### config.mk
export PLATFORM = sky130hd
export DESIGN_NAME = led_scan_pwm
export DESIGN_NICKNAME = d
export VERILOG_FILES = /design/src/rtl/led_scan_pkg.sv /design/src/rtl/led_pwm_cmp.sv /design/src/rtl/led_scan_pwm.sv
export SDC_FILE = /design/constraint.sdc
export NUM_CORES = 1
export LEC_CHECK = 0
export ABC_AREA = 1
export CAP_MARGIN = 10
export CELL_PAD_IN_SITES_DETAIL_PLACEMENT = 1
export CELL_PAD_IN_SITES_GLOBAL_PLACEMENT = 2
export CORE_MARGIN = 2
export CORE_UTILIZATION = 41
export DETAILED_ROUTE_END_ITERATION = 6
export PLACE_DENSITY = 0.8
export SETUP_SLACK_MARGIN = 0.4
export SLEW_MARGIN = 5
export SYNTH_ARGS = -nofsm -noshare
export SYNTH_HDL_FRONTEND = slang
export SYNTH_SLANG_ARGS = --single-unit
export TNS_END_PERCENT = 1
### constraint.sdc
create_clock -name sys_clk -period 4.9 [get_ports sys_clk]
set_input_delay 0.49 -clock sys_clk [delete_from_list [all_inputs] [get_ports sys_clk]]
set_output_delay 0.49 -clock sys_clk [all_outputs]
set_load 0.03 [all_outputs]
### src/rtl/led_scan_pkg.sv
// Shared types and default sizes for the multiplexed RGB LED scanner.
package led_scan_pkg;

    localparam int LSP_NUM_LEDS     = 7;
    localparam int LSP_PWM_BITS     = 8;
    localparam int LSP_BLANK_CYCLES = 4;

    typedef enum logic {
        ST_BLANK = 1'b0,
        ST_ON    = 1'b1
    } scan_state_t;

    typedef struct packed {
        logic [LSP_PWM_BITS-1:0] r;
        logic [LSP_PWM_BITS-1:0] g;
        logic [LSP_PWM_BITS-1:0] b;
    } rgb_t;

endpackage

### src/rtl/led_pwm_cmp.sv
// One colour channel of the PWM stage: the active-low output is lit while the
// slot counter is still below the channel duty.
module led_pwm_cmp
    import led_scan_pkg::*;
#(
    parameter int PWM_BITS = LSP_PWM_BITS
) (
    input  logic [PWM_BITS-1:0] pwm_cnt,
    input  logic [PWM_BITS-1:0] duty,
    output logic                lit_n
);

    assign lit_n = (pwm_cnt >= duty);

endmodule

### src/rtl/led_scan_pwm.sv
// led_scan_pwm: time-multiplexed LED enable scan with per-slot RGB PWM and a double-buffered duty store.
// Optional build macro LED_SCAN_PWM_GAMMA_EN squares each duty (d*d >> PWM_BITS) when the active buffer loads.
module led_scan_pwm
    import led_scan_pkg::*;
#(
    parameter int NUM_LEDS     = LSP_NUM_LEDS,
    parameter int PWM_BITS     = LSP_PWM_BITS,
    parameter int BLANK_CYCLES = LSP_BLANK_CYCLES
) (
    input  logic                        sys_clk,
    input  logic                        sys_rst,
    input  logic                        enable,
    input  logic                        wr_en,
    input  logic [$clog2(NUM_LEDS)-1:0] wr_idx,
    input  logic [3*PWM_BITS-1:0]       wr_rgb,
    output logic                        frame_start,
    output logic [2:0]                  user_leds_color,
    output logic [NUM_LEDS-1:0]         user_leds_en
);

    localparam int IDX_W = $clog2(NUM_LEDS);
    localparam int BLK_W = (BLANK_CYCLES > 1) ? $clog2(BLANK_CYCLES) : 1;
    localparam logic [BLK_W-1:0] BLANK_LAST = BLK_W'(BLANK_CYCLES - 1);
    localparam logic [IDX_W-1:0] SLOT_LAST  = IDX_W'(NUM_LEDS - 1);

    typedef struct packed {
        logic [PWM_BITS-1:0] r;
        logic [PWM_BITS-1:0] g;
        logic [PWM_BITS-1:0] b;
    } duty_t;

    duty_t               shadow    [NUM_LEDS];
    duty_t               active_p0 [NUM_LEDS];
    scan_state_t         state_p0;
    logic [IDX_W-1:0]    slot_p0;
    logic [BLK_W-1:0]    blank_cnt_p0;
    logic [PWM_BITS-1:0] pwm_cnt_p0;
    duty_t               cur_duty_p0;
    logic [2:0]          lit_n_p0;

    function automatic logic [PWM_BITS-1:0] shape_duty(input logic [PWM_BITS-1:0] d);
`ifdef LED_SCAN_PWM_GAMMA_EN
        logic [2*PWM_BITS-1:0] sq;
        sq = {{PWM_BITS{1'b0}}, d} * {{PWM_BITS{1'b0}}, d};
        return sq[2*PWM_BITS-1:PWM_BITS];
`else
        return d;
`endif
    endfunction

    function automatic duty_t shape_rgb(input duty_t v);
        duty_t o;
        o.r = shape_duty(v.r);
        o.g = shape_duty(v.g);
        o.b = shape_duty(v.b);
        return o;
    endfunction

    // Shadow buffer: host writes land here at any time, including while scanning is disabled.
    always_ff @(posedge sys_clk) begin
        if (sys_rst) begin
            for (int i = 0; i < NUM_LEDS; i++) shadow[i] <= '0;
        end else if (wr_en) begin
            for (int i = 0; i < NUM_LEDS; i++) begin
                if (wr_idx == IDX_W'(i)) shadow[i] <= wr_rgb;
            end
        end
    end

    // Stage p0: scan FSM, slot/blank/PWM counters and the shadow-to-active copy at frame start.
    always_ff @(posedge sys_clk) begin
        if (sys_rst) begin
            state_p0     <= ST_BLANK;
            slot_p0      <= '0;
            blank_cnt_p0 <= '0;
            pwm_cnt_p0   <= '0;
            frame_start  <= 1'b0;
            for (int i = 0; i < NUM_LEDS; i++) active_p0[i] <= '0;
        end else begin
            frame_start <= 1'b0;
            if (!enable) begin
                state_p0     <= ST_BLANK;
                slot_p0      <= '0;
                blank_cnt_p0 <= '0;
                pwm_cnt_p0   <= '0;
            end else begin
                case (state_p0)
                    ST_BLANK: begin
                        if (blank_cnt_p0 == BLANK_LAST) begin
                            blank_cnt_p0 <= '0;
                            pwm_cnt_p0   <= '0;
                            state_p0     <= ST_ON;
                            if (slot_p0 == '0) begin
                                frame_start <= 1'b1;
                                for (int i = 0; i < NUM_LEDS; i++) active_p0[i] <= shape_rgb(shadow[i]);
                            end
                        end else begin
                            blank_cnt_p0 <= blank_cnt_p0 + 1'b1;
                        end
                    end
                    ST_ON: begin
                        pwm_cnt_p0 <= pwm_cnt_p0 + 1'b1;
                        if (pwm_cnt_p0 == '1) begin
                            state_p0 <= ST_BLANK;
                            slot_p0  <= (slot_p0 == SLOT_LAST) ? '0 : slot_p0 + 1'b1;
                        end
                    end
                    default: state_p0 <= ST_BLANK;
                endcase
            end
        end
    end

    always_comb begin
        cur_duty_p0 = '0;
        for (int i = 0; i < NUM_LEDS; i++) begin
            if (slot_p0 == IDX_W'(i)) cur_duty_p0 = active_p0[i];
        end
    end

    led_pwm_cmp #(.PWM_BITS(PWM_BITS)) u_cmp_r (
        .pwm_cnt (pwm_cnt_p0),
        .duty    (cur_duty_p0.r),
        .lit_n   (lit_n_p0[2])
    );

    led_pwm_cmp #(.PWM_BITS(PWM_BITS)) u_cmp_g (
        .pwm_cnt (pwm_cnt_p0),
        .duty    (cur_duty_p0.g),
        .lit_n   (lit_n_p0[1])
    );

    led_pwm_cmp #(.PWM_BITS(PWM_BITS)) u_cmp_b (
        .pwm_cnt (pwm_cnt_p0),
        .duty    (cur_duty_p0.b),
        .lit_n   (lit_n_p0[0])
    );

    // Stage p1: pin registers; enable and colour share one decision so they can never disagree.
    always_ff @(posedge sys_clk) begin
        if (sys_rst || !enable || state_p0 != ST_ON) begin
            user_leds_en    <= '0;
            user_leds_color <= 3'b111;
        end else begin
            user_leds_en    <= NUM_LEDS'(1) << slot_p0;
            user_leds_color <= lit_n_p0;
        end
    end

endmodule

# Word-level counts from Yosys, hierarchy flattened
# Memory sizes are Yosys's and may differ from the RTL's.
# Cells that the tools add are included.
[classes]
add_sub_neg = 3
order_cmp = 3
n_eq_ne = 15
shift = 1
muxes = 64
bitwise_logic = 16
reduce_logical = 7
[op_table]
columns = ["op", "count"]
rows = [
  ["24-bit 2-to-1 mux", 21],
  ["1-bit 2-to-1 mux", 38],
  ["8-bit greater-or-equal comparator", 3],
  ["3-bit == test, second input constant", 6],
  ["8-bit one-hot mux with 2 select lines", 1],
  ["1-bit bitwise OR", 14],
  ["3-bit by 2-bit == test with 1-bit output, second input constant", 4],
  ["8-bit by 1-bit adder with 8-bit output, second input constant", 1],
  ["8-bit == test, second input constant", 1],
  ["8-bit 2-to-1 mux", 1],
  ["1-bit by 3-bit << shifter with 7-bit output, first input constant", 1],
  ["3-bit by 1-bit == test with 1-bit output, second input constant", 2],
  ["3-bit logical NOT", 2],
  ["3-bit by 1-bit adder with 3-bit output, second input constant", 1],
  ["3-bit 2-to-1 mux", 1],
  ["2-bit by 1-bit adder with 2-bit output, second input constant", 1],
  ["2-bit == test, second input constant", 1],
  ["1-bit logical OR", 2],
  ["2-bit 2-to-1 mux", 1],
  ["2-bit != test, second input constant", 1],
  ["1-bit NOT", 2],
  ["1-bit one-hot mux with 2 select lines", 1],
  ["2-bit AND reduction", 1],
  ["2-bit OR reduction", 1],
  ["1-bit logical NOT", 1],
]
[word_totals]
reg_bits = 25
ram_bits = 336
out_inout_bits = 11
word_cells = 118
mem_count = 2
[mem_list]
columns = ["memory", "words", "word_bits", "read_ports", "rd_ports_with_merged_regs", "wr", "line", "source"]
rows = [
  ["active_p0", 7, 24, 7, 0, 7, "led_scan_pwm.sv:33", "duty_t active_p0 [NUM_LEDS];"],
  ["shadow", 7, 24, 7, 0, 7, "led_scan_pwm.sv:32", "duty_t shadow [NUM_LEDS];"],
]

# Logic depth before layout (Yosys ltp)
[logic_depth]
ltp_word = 9
ltp_mapped = 20
ltp_nobuf = 17

# Hierarchy
# From an unflattened synthesis, not the netlist that was laid out.
[unflattened]
hier_cells = 1577
hier_area_um2 = 15796.4
[by_module_without_submodules]
columns = ["module", "instances", "cells_per_inst", "area_each_um2", "seq_area_each_um2"]
rows = [
  ["led_scan_pwm", 1, 1472, 15150.8, 10590.2],
  ["led_pwm_cmp", 3, 35, 215.2, 0.0],
]

# Least setup slack after synthesis
# OpenSTA, ideal clock, no wires.
[synth_path]
path_type = "flip-flop to flip-flop"
start = "register blank_cnt_p0[0]"
end = "memory active_p0[0][0] (netlist bit), enable pin"
setup_time_ns = 0.458
t_arrival_ns = 3.001
path_slack_ns = 1.442
path_stages_with_launch = 7
path_buffers = 0
cell_sequence = "dfxtp_1 ha_1 inv_1 nor2_1 inv_1 nor3_4 or2_2"
[synth_lines]
columns = ["item", "line", "source"]
rows = [
  ["start, declared", "led_scan_pwm.sv:36", "logic [BLK_W-1:0] blank_cnt_p0;"],
  ["start signal, assigned", "led_scan_pwm.sv:98", "blank_cnt_p0 <= blank_cnt_p0 + 1'b1;"],
  ["end, declared", "led_scan_pwm.sv:33", ""],
]

# Worst setup path in the final report
[layout_path]
start = "register slot_p0[0]"
end = "register user_leds_color[2]"
[layout_via]
elab_chain_len = 9
[layout_rtl]
columns = ["item", "line", "source"]
rows = [
  ["start, declared", "led_scan_pwm.sv:35", "logic [IDX_W-1:0] slot_p0;"],
  ["start signal, assigned", "led_scan_pwm.sv:105", "slot_p0 <= (slot_p0 == SLOT_LAST) ? '0 : slot_p0 + 1'b1;"],
  ["3-bit logical NOT", "led_scan_pwm.sv:117", "if (slot_p0 == IDX_W'(i)) cur_duty_p0 = active_p0[i];"],
  ["24-bit 2-to-1 mux (6 in a row)", "led_scan_pwm.sv:117", ""],
  ["24-bit 2-to-1 mux *", "led_scan_pwm.sv:117", ""],
  ["8-bit greater-or-equal comparator *", "led_pwm_cmp.sv:13", "assign lit_n = (pwm_cnt >= duty);"],
  ["end signal, assigned", "led_scan_pwm.sv:146", "user_leds_color <= lit_n_p0;"],
  ["end, declared", "led_scan_pwm.sv:17", "output logic [2:0] user_leds_color,"],
]
# Mark *: on every way between the ends. The rest lies on a longest branch, timed or not.
# A chain may end at the register's enable or synchronous reset.

==> impl_results.md <==
- Post-Synthesis Cell Area: between 0.015 and 0.02 mm2
- WL met3: between 1500 and 2000 um
- I/O Buffers: 41
- Setup crit end kind: flip-flop
- Routed WL per cell: ~20 um
- Post-route ant nets: 0
- Bufs and invs on worst path: 2
- Post-CTS setup buffer count: 0
- Comb pwr share: a little over 4%
- Count of cells resized by post-cts repair: 0
- Crit Path Max Fanout: 37
- Initial DRT Pass Iterations: 5
- Worst Setup Start Kind: flip-flop
- Critical Path RT: 5.29 ns
- Cell Pwr Density: between 300 and 400 mW/mm2
- Clock slew at reported path FFs: 0.05 ns
- Maxcap violations: 0
- Final hold violations: 0
- Clk pwr share: ~44%
- Layout cells sized above 1: ~7.3%
- Core Area: between 0.03 and 0.04 mm2
- P_int: ~5.4 mW
- Pre-CTS setup slack: between 1 and 1.5 ns
- Vias in the first global route: 10800
- Worst hold-check path type: flip-flop to flip-flop
- Final WL: 42100 um
- Drt via density: approximately 4.9
- # placed instances: slightly above 2000
- Area growth syn-to-layout: 14.2%
- DRC viols: 0
- Status: complete, no violations
- Setup violators final: 0
- Initial antenna violation count: 0
- Synthesized area per cell: slightly above 10 um2
- RD Place Congestion: ~0.8
- FF+latch count, synth: between 300 and 400
- Setup TNS: 0 ns
- CTS tree: done
- Num CTS Buffers: 41
- Slew @ Worst Pin: around 1.2 ns
- Fill cell count: between 4000 and 5000
- Cell family with most CP delay: simple AND/OR/NAND/NOR gates
- Unrepaired setup endpoints after global routing: no
- First-pass GRT wire length: 63600 um
- Max frequency: between 200 and 300 MHz
- Post-synth cell types: 32
- Initial Util: a little over two fifths
- Syn. warnings: 0
- Die Wd: 199 um
- Number of DRC markers in iteration 0: between 600 and 700
- # IOs: 42
- CP cell instances: clkinv_2 -> nand2_1 -> nor2_4 -> inv_2 -> nor2_1 -> nor2_1 -> ha_1 -> o21ai_0 -> a21boi_0 -> o21ai_0 -> nand2_1 -> nand2_1 -> nand3_1
- M1 WL: roughly 19000 um
- Sink Count: 361
- H-tree depth: 2
- Slew Viols, Final: 0
- Max layer used: met4
- Top-area cell type share of the netlist area: between 60% and 70%
- # rows: 71
- Hpwl dp: 25400 um
- Die area: 0.0397 mm2
- Total Routing Usage GR: between 20 and 25%
- NetSw: about 1.5 mW
- Register share of total power: ~52%
- Largest net degree at the start of global routing: 129
- Max incr delay on CP: ~0.76 ns
- Area contributors post-synth: edfxtp_1 (65%), nor2_1 (11%), inv_1 (5.6%)
- VDD IR max: approximately 0.00026 V
- Vias: 10300
- Diodes inserted: 0
- Fin crit share: a little under three quarters
- Fin Hold WS: 0.477 ns
- Syn Nets: around 1600
- Crit Path Category: flip-flop to flip-flop
- CP max stage cell: dfxtp_1
- Setup ws final: about 1.4 ns
- Minimum clock period: about 3.5 ns
- Worst EP arrival: 3.91 ns
- Slew margin rel.: 22.9%
- Post-Syn Instances: about 1500
- Die height: 199 um
- Max clock buf depth: 3
- Sequential cell area fraction in the yosys report: between 60% and 70%
- Post-route insts no fill: ~2100
- Synth area leader: edfxtp_1
- Clock Latency Late Sink: around 0.55 ns
- Lkg Pwr: between 7 and 8 nW
- Switching portion of total power: between 20% and 30%
- CTS Hold Bufs: 0
- Net count, final: roughly 1600
- CTS Root Cell: clkbuf_16
- Metal2 WL: 20000 um
- Clk_skew: roughly 0.0098 ns
- Crit path top cell by count: nand2_1
- GRT overflow: 0
==> per-stage QoR <==
stage / power [mW] / utilization, % / instance area [um2]
after global placement: 3.91 / 44.1 / 16600
after CTS: 6.93 / 47.5 / 17900
final: 6.86 / 47.5 / 17900
after detailed placement: 3.93 / 44.1 / 16600
after global routing: 7.07 / 47.5 / 17900
after floorplan: 3.79 / - / 15600
==> power groups by stage <==
stage | Sequential [mW] | Combinational, mW | Clock [mW]
2_1_floorplan | 3.63 | 0.156 | 0
3_3_place_gp | 3.63 | 0.280 | 0
3_5_place_dp | 3.64 | 0.287 | 0
4_1_cts | 3.58 | 0.290 | 3.07
5_1_grt | 3.59 | 0.318 | 3.16
6_report | 3.58 | 0.284 | 3.00
==> synthesized netlist by cell type (all sizes together) <==
| library cell | n |
|---|---|
| a21boi | 1 |
| nand4 | 20 |
| nor2 | 472 |
| nor3 | 12 |
| a21oi | 53 |
| clkinv | 1 |
| dfxtp | 25 |
| ha | 27 |
| a211oi | 6 |
| clkbuf | 32 |
| edfxtp | 336 |
| buf | 32 |
| o21ai | 13 |
| inv | 243 |
| nor4 | 1 |
| a221oi | 1 |
| or2 | 23 |
| nand2 | 164 |
| nand3 | 54 |
| nor3b | 1 |
| a32o | 1 |
==> flip-flops by register name, summed over array words and instances (netlist names) <==
name,flops
blank_cnt_p0,2
user_leds_color,3
shadow,168
active_p0,168
pwm_cnt_p0,8
state_p0,1
frame_start,1
user_leds_en,7
slot_p0,3
==> layout make-up <==
type                    instances  area (um2)  share of cell area [%]
flip-flops and latches        361       10600                    59.3
multi-input cells             849        3840                    21.5
clock buffers                  54        1120                    6.26
inverters                     244         920                    5.15
well taps                     511         639                    3.58
repair buffers                 62         576                    3.22
clock inverters                22         180                    1.01
==> worst paths after layout <==
| kind | from | endpoint | slack, ns | cells after the start |
|---|---|---|---|---|
| setup / recovery | slot_p0[0]$_SDFFE_PP0P_ | user_leds_color[2]$_SDFF_PP1_ | 1.38 | 13 |
| hold / removal | blank_cnt_p0[1]$_SDFFE_PP0N_ | blank_cnt_p0[1]$_SDFFE_PP0N_ | 0.48 | 2 |
| setup reg to reg | slot_p0[0]$_SDFFE_PP0P_ | user_leds_color[2]$_SDFF_PP1_ | 1.38 | 13 |
| hold reg to reg | blank_cnt_p0[1]$_SDFFE_PP0N_ | blank_cnt_p0[1]$_SDFFE_PP0N_ | 0.48 | 2 |
==> per-layer routing <==
layer	vias up	GRT usage [%]
met4	0	8.82
met3	85	3.48
met2	224	36.8
met1	5081	28.8
li1	4946	-
met5	-	0
==> cells by family (layout without fill, tap and decap cells) <==
group | count (synthesis) | after routing | share of synthesized area (%)
buffers and inverters | 308 | 382 | 7.98
adder cells (fa/ha/maj) | 27 | 27 | 2.16
AND/OR/NAND/NOR | 747 | 747 | 19.6
AO/OA/AOI/OAI | 75 | 75 | 2.57
flip-flops | 361 | 361 | 67.7
==> worst reg2reg max path, delay by kind of cell, from the launching register on <==
kind	cells	cell delay, ns
and+or+nand+nor	7	0.94
AOI/OAI and AO/OA	3	0.47
buffers and inverters	2	0.91
adders and majority gates	1	0.29
DFF	1	0.76
==> cell usage in the layout (no fill, tap or decap), drive strengths merged, types with 20 or more instances in the layout <==
| cell | netlist | routed |
|---|---|---|
| a21oi | 53 | 53 |
| clkbuf | 32 | 54 |
| nand4 | 20 | 20 |
| nor2 | 472 | 472 |
| or2 | 23 | 23 |
| edfxtp | 336 | 336 |
| ha | 27 | 27 |
| nand2 | 164 | 164 |
| inv | 243 | 244 |
| nand3 | 54 | 54 |
| clkdlybuf4s50 | 0 | 40 |
| dfxtp | 25 | 25 |
| buf | 32 | 22 |
(Power assumes the default switching activity.)
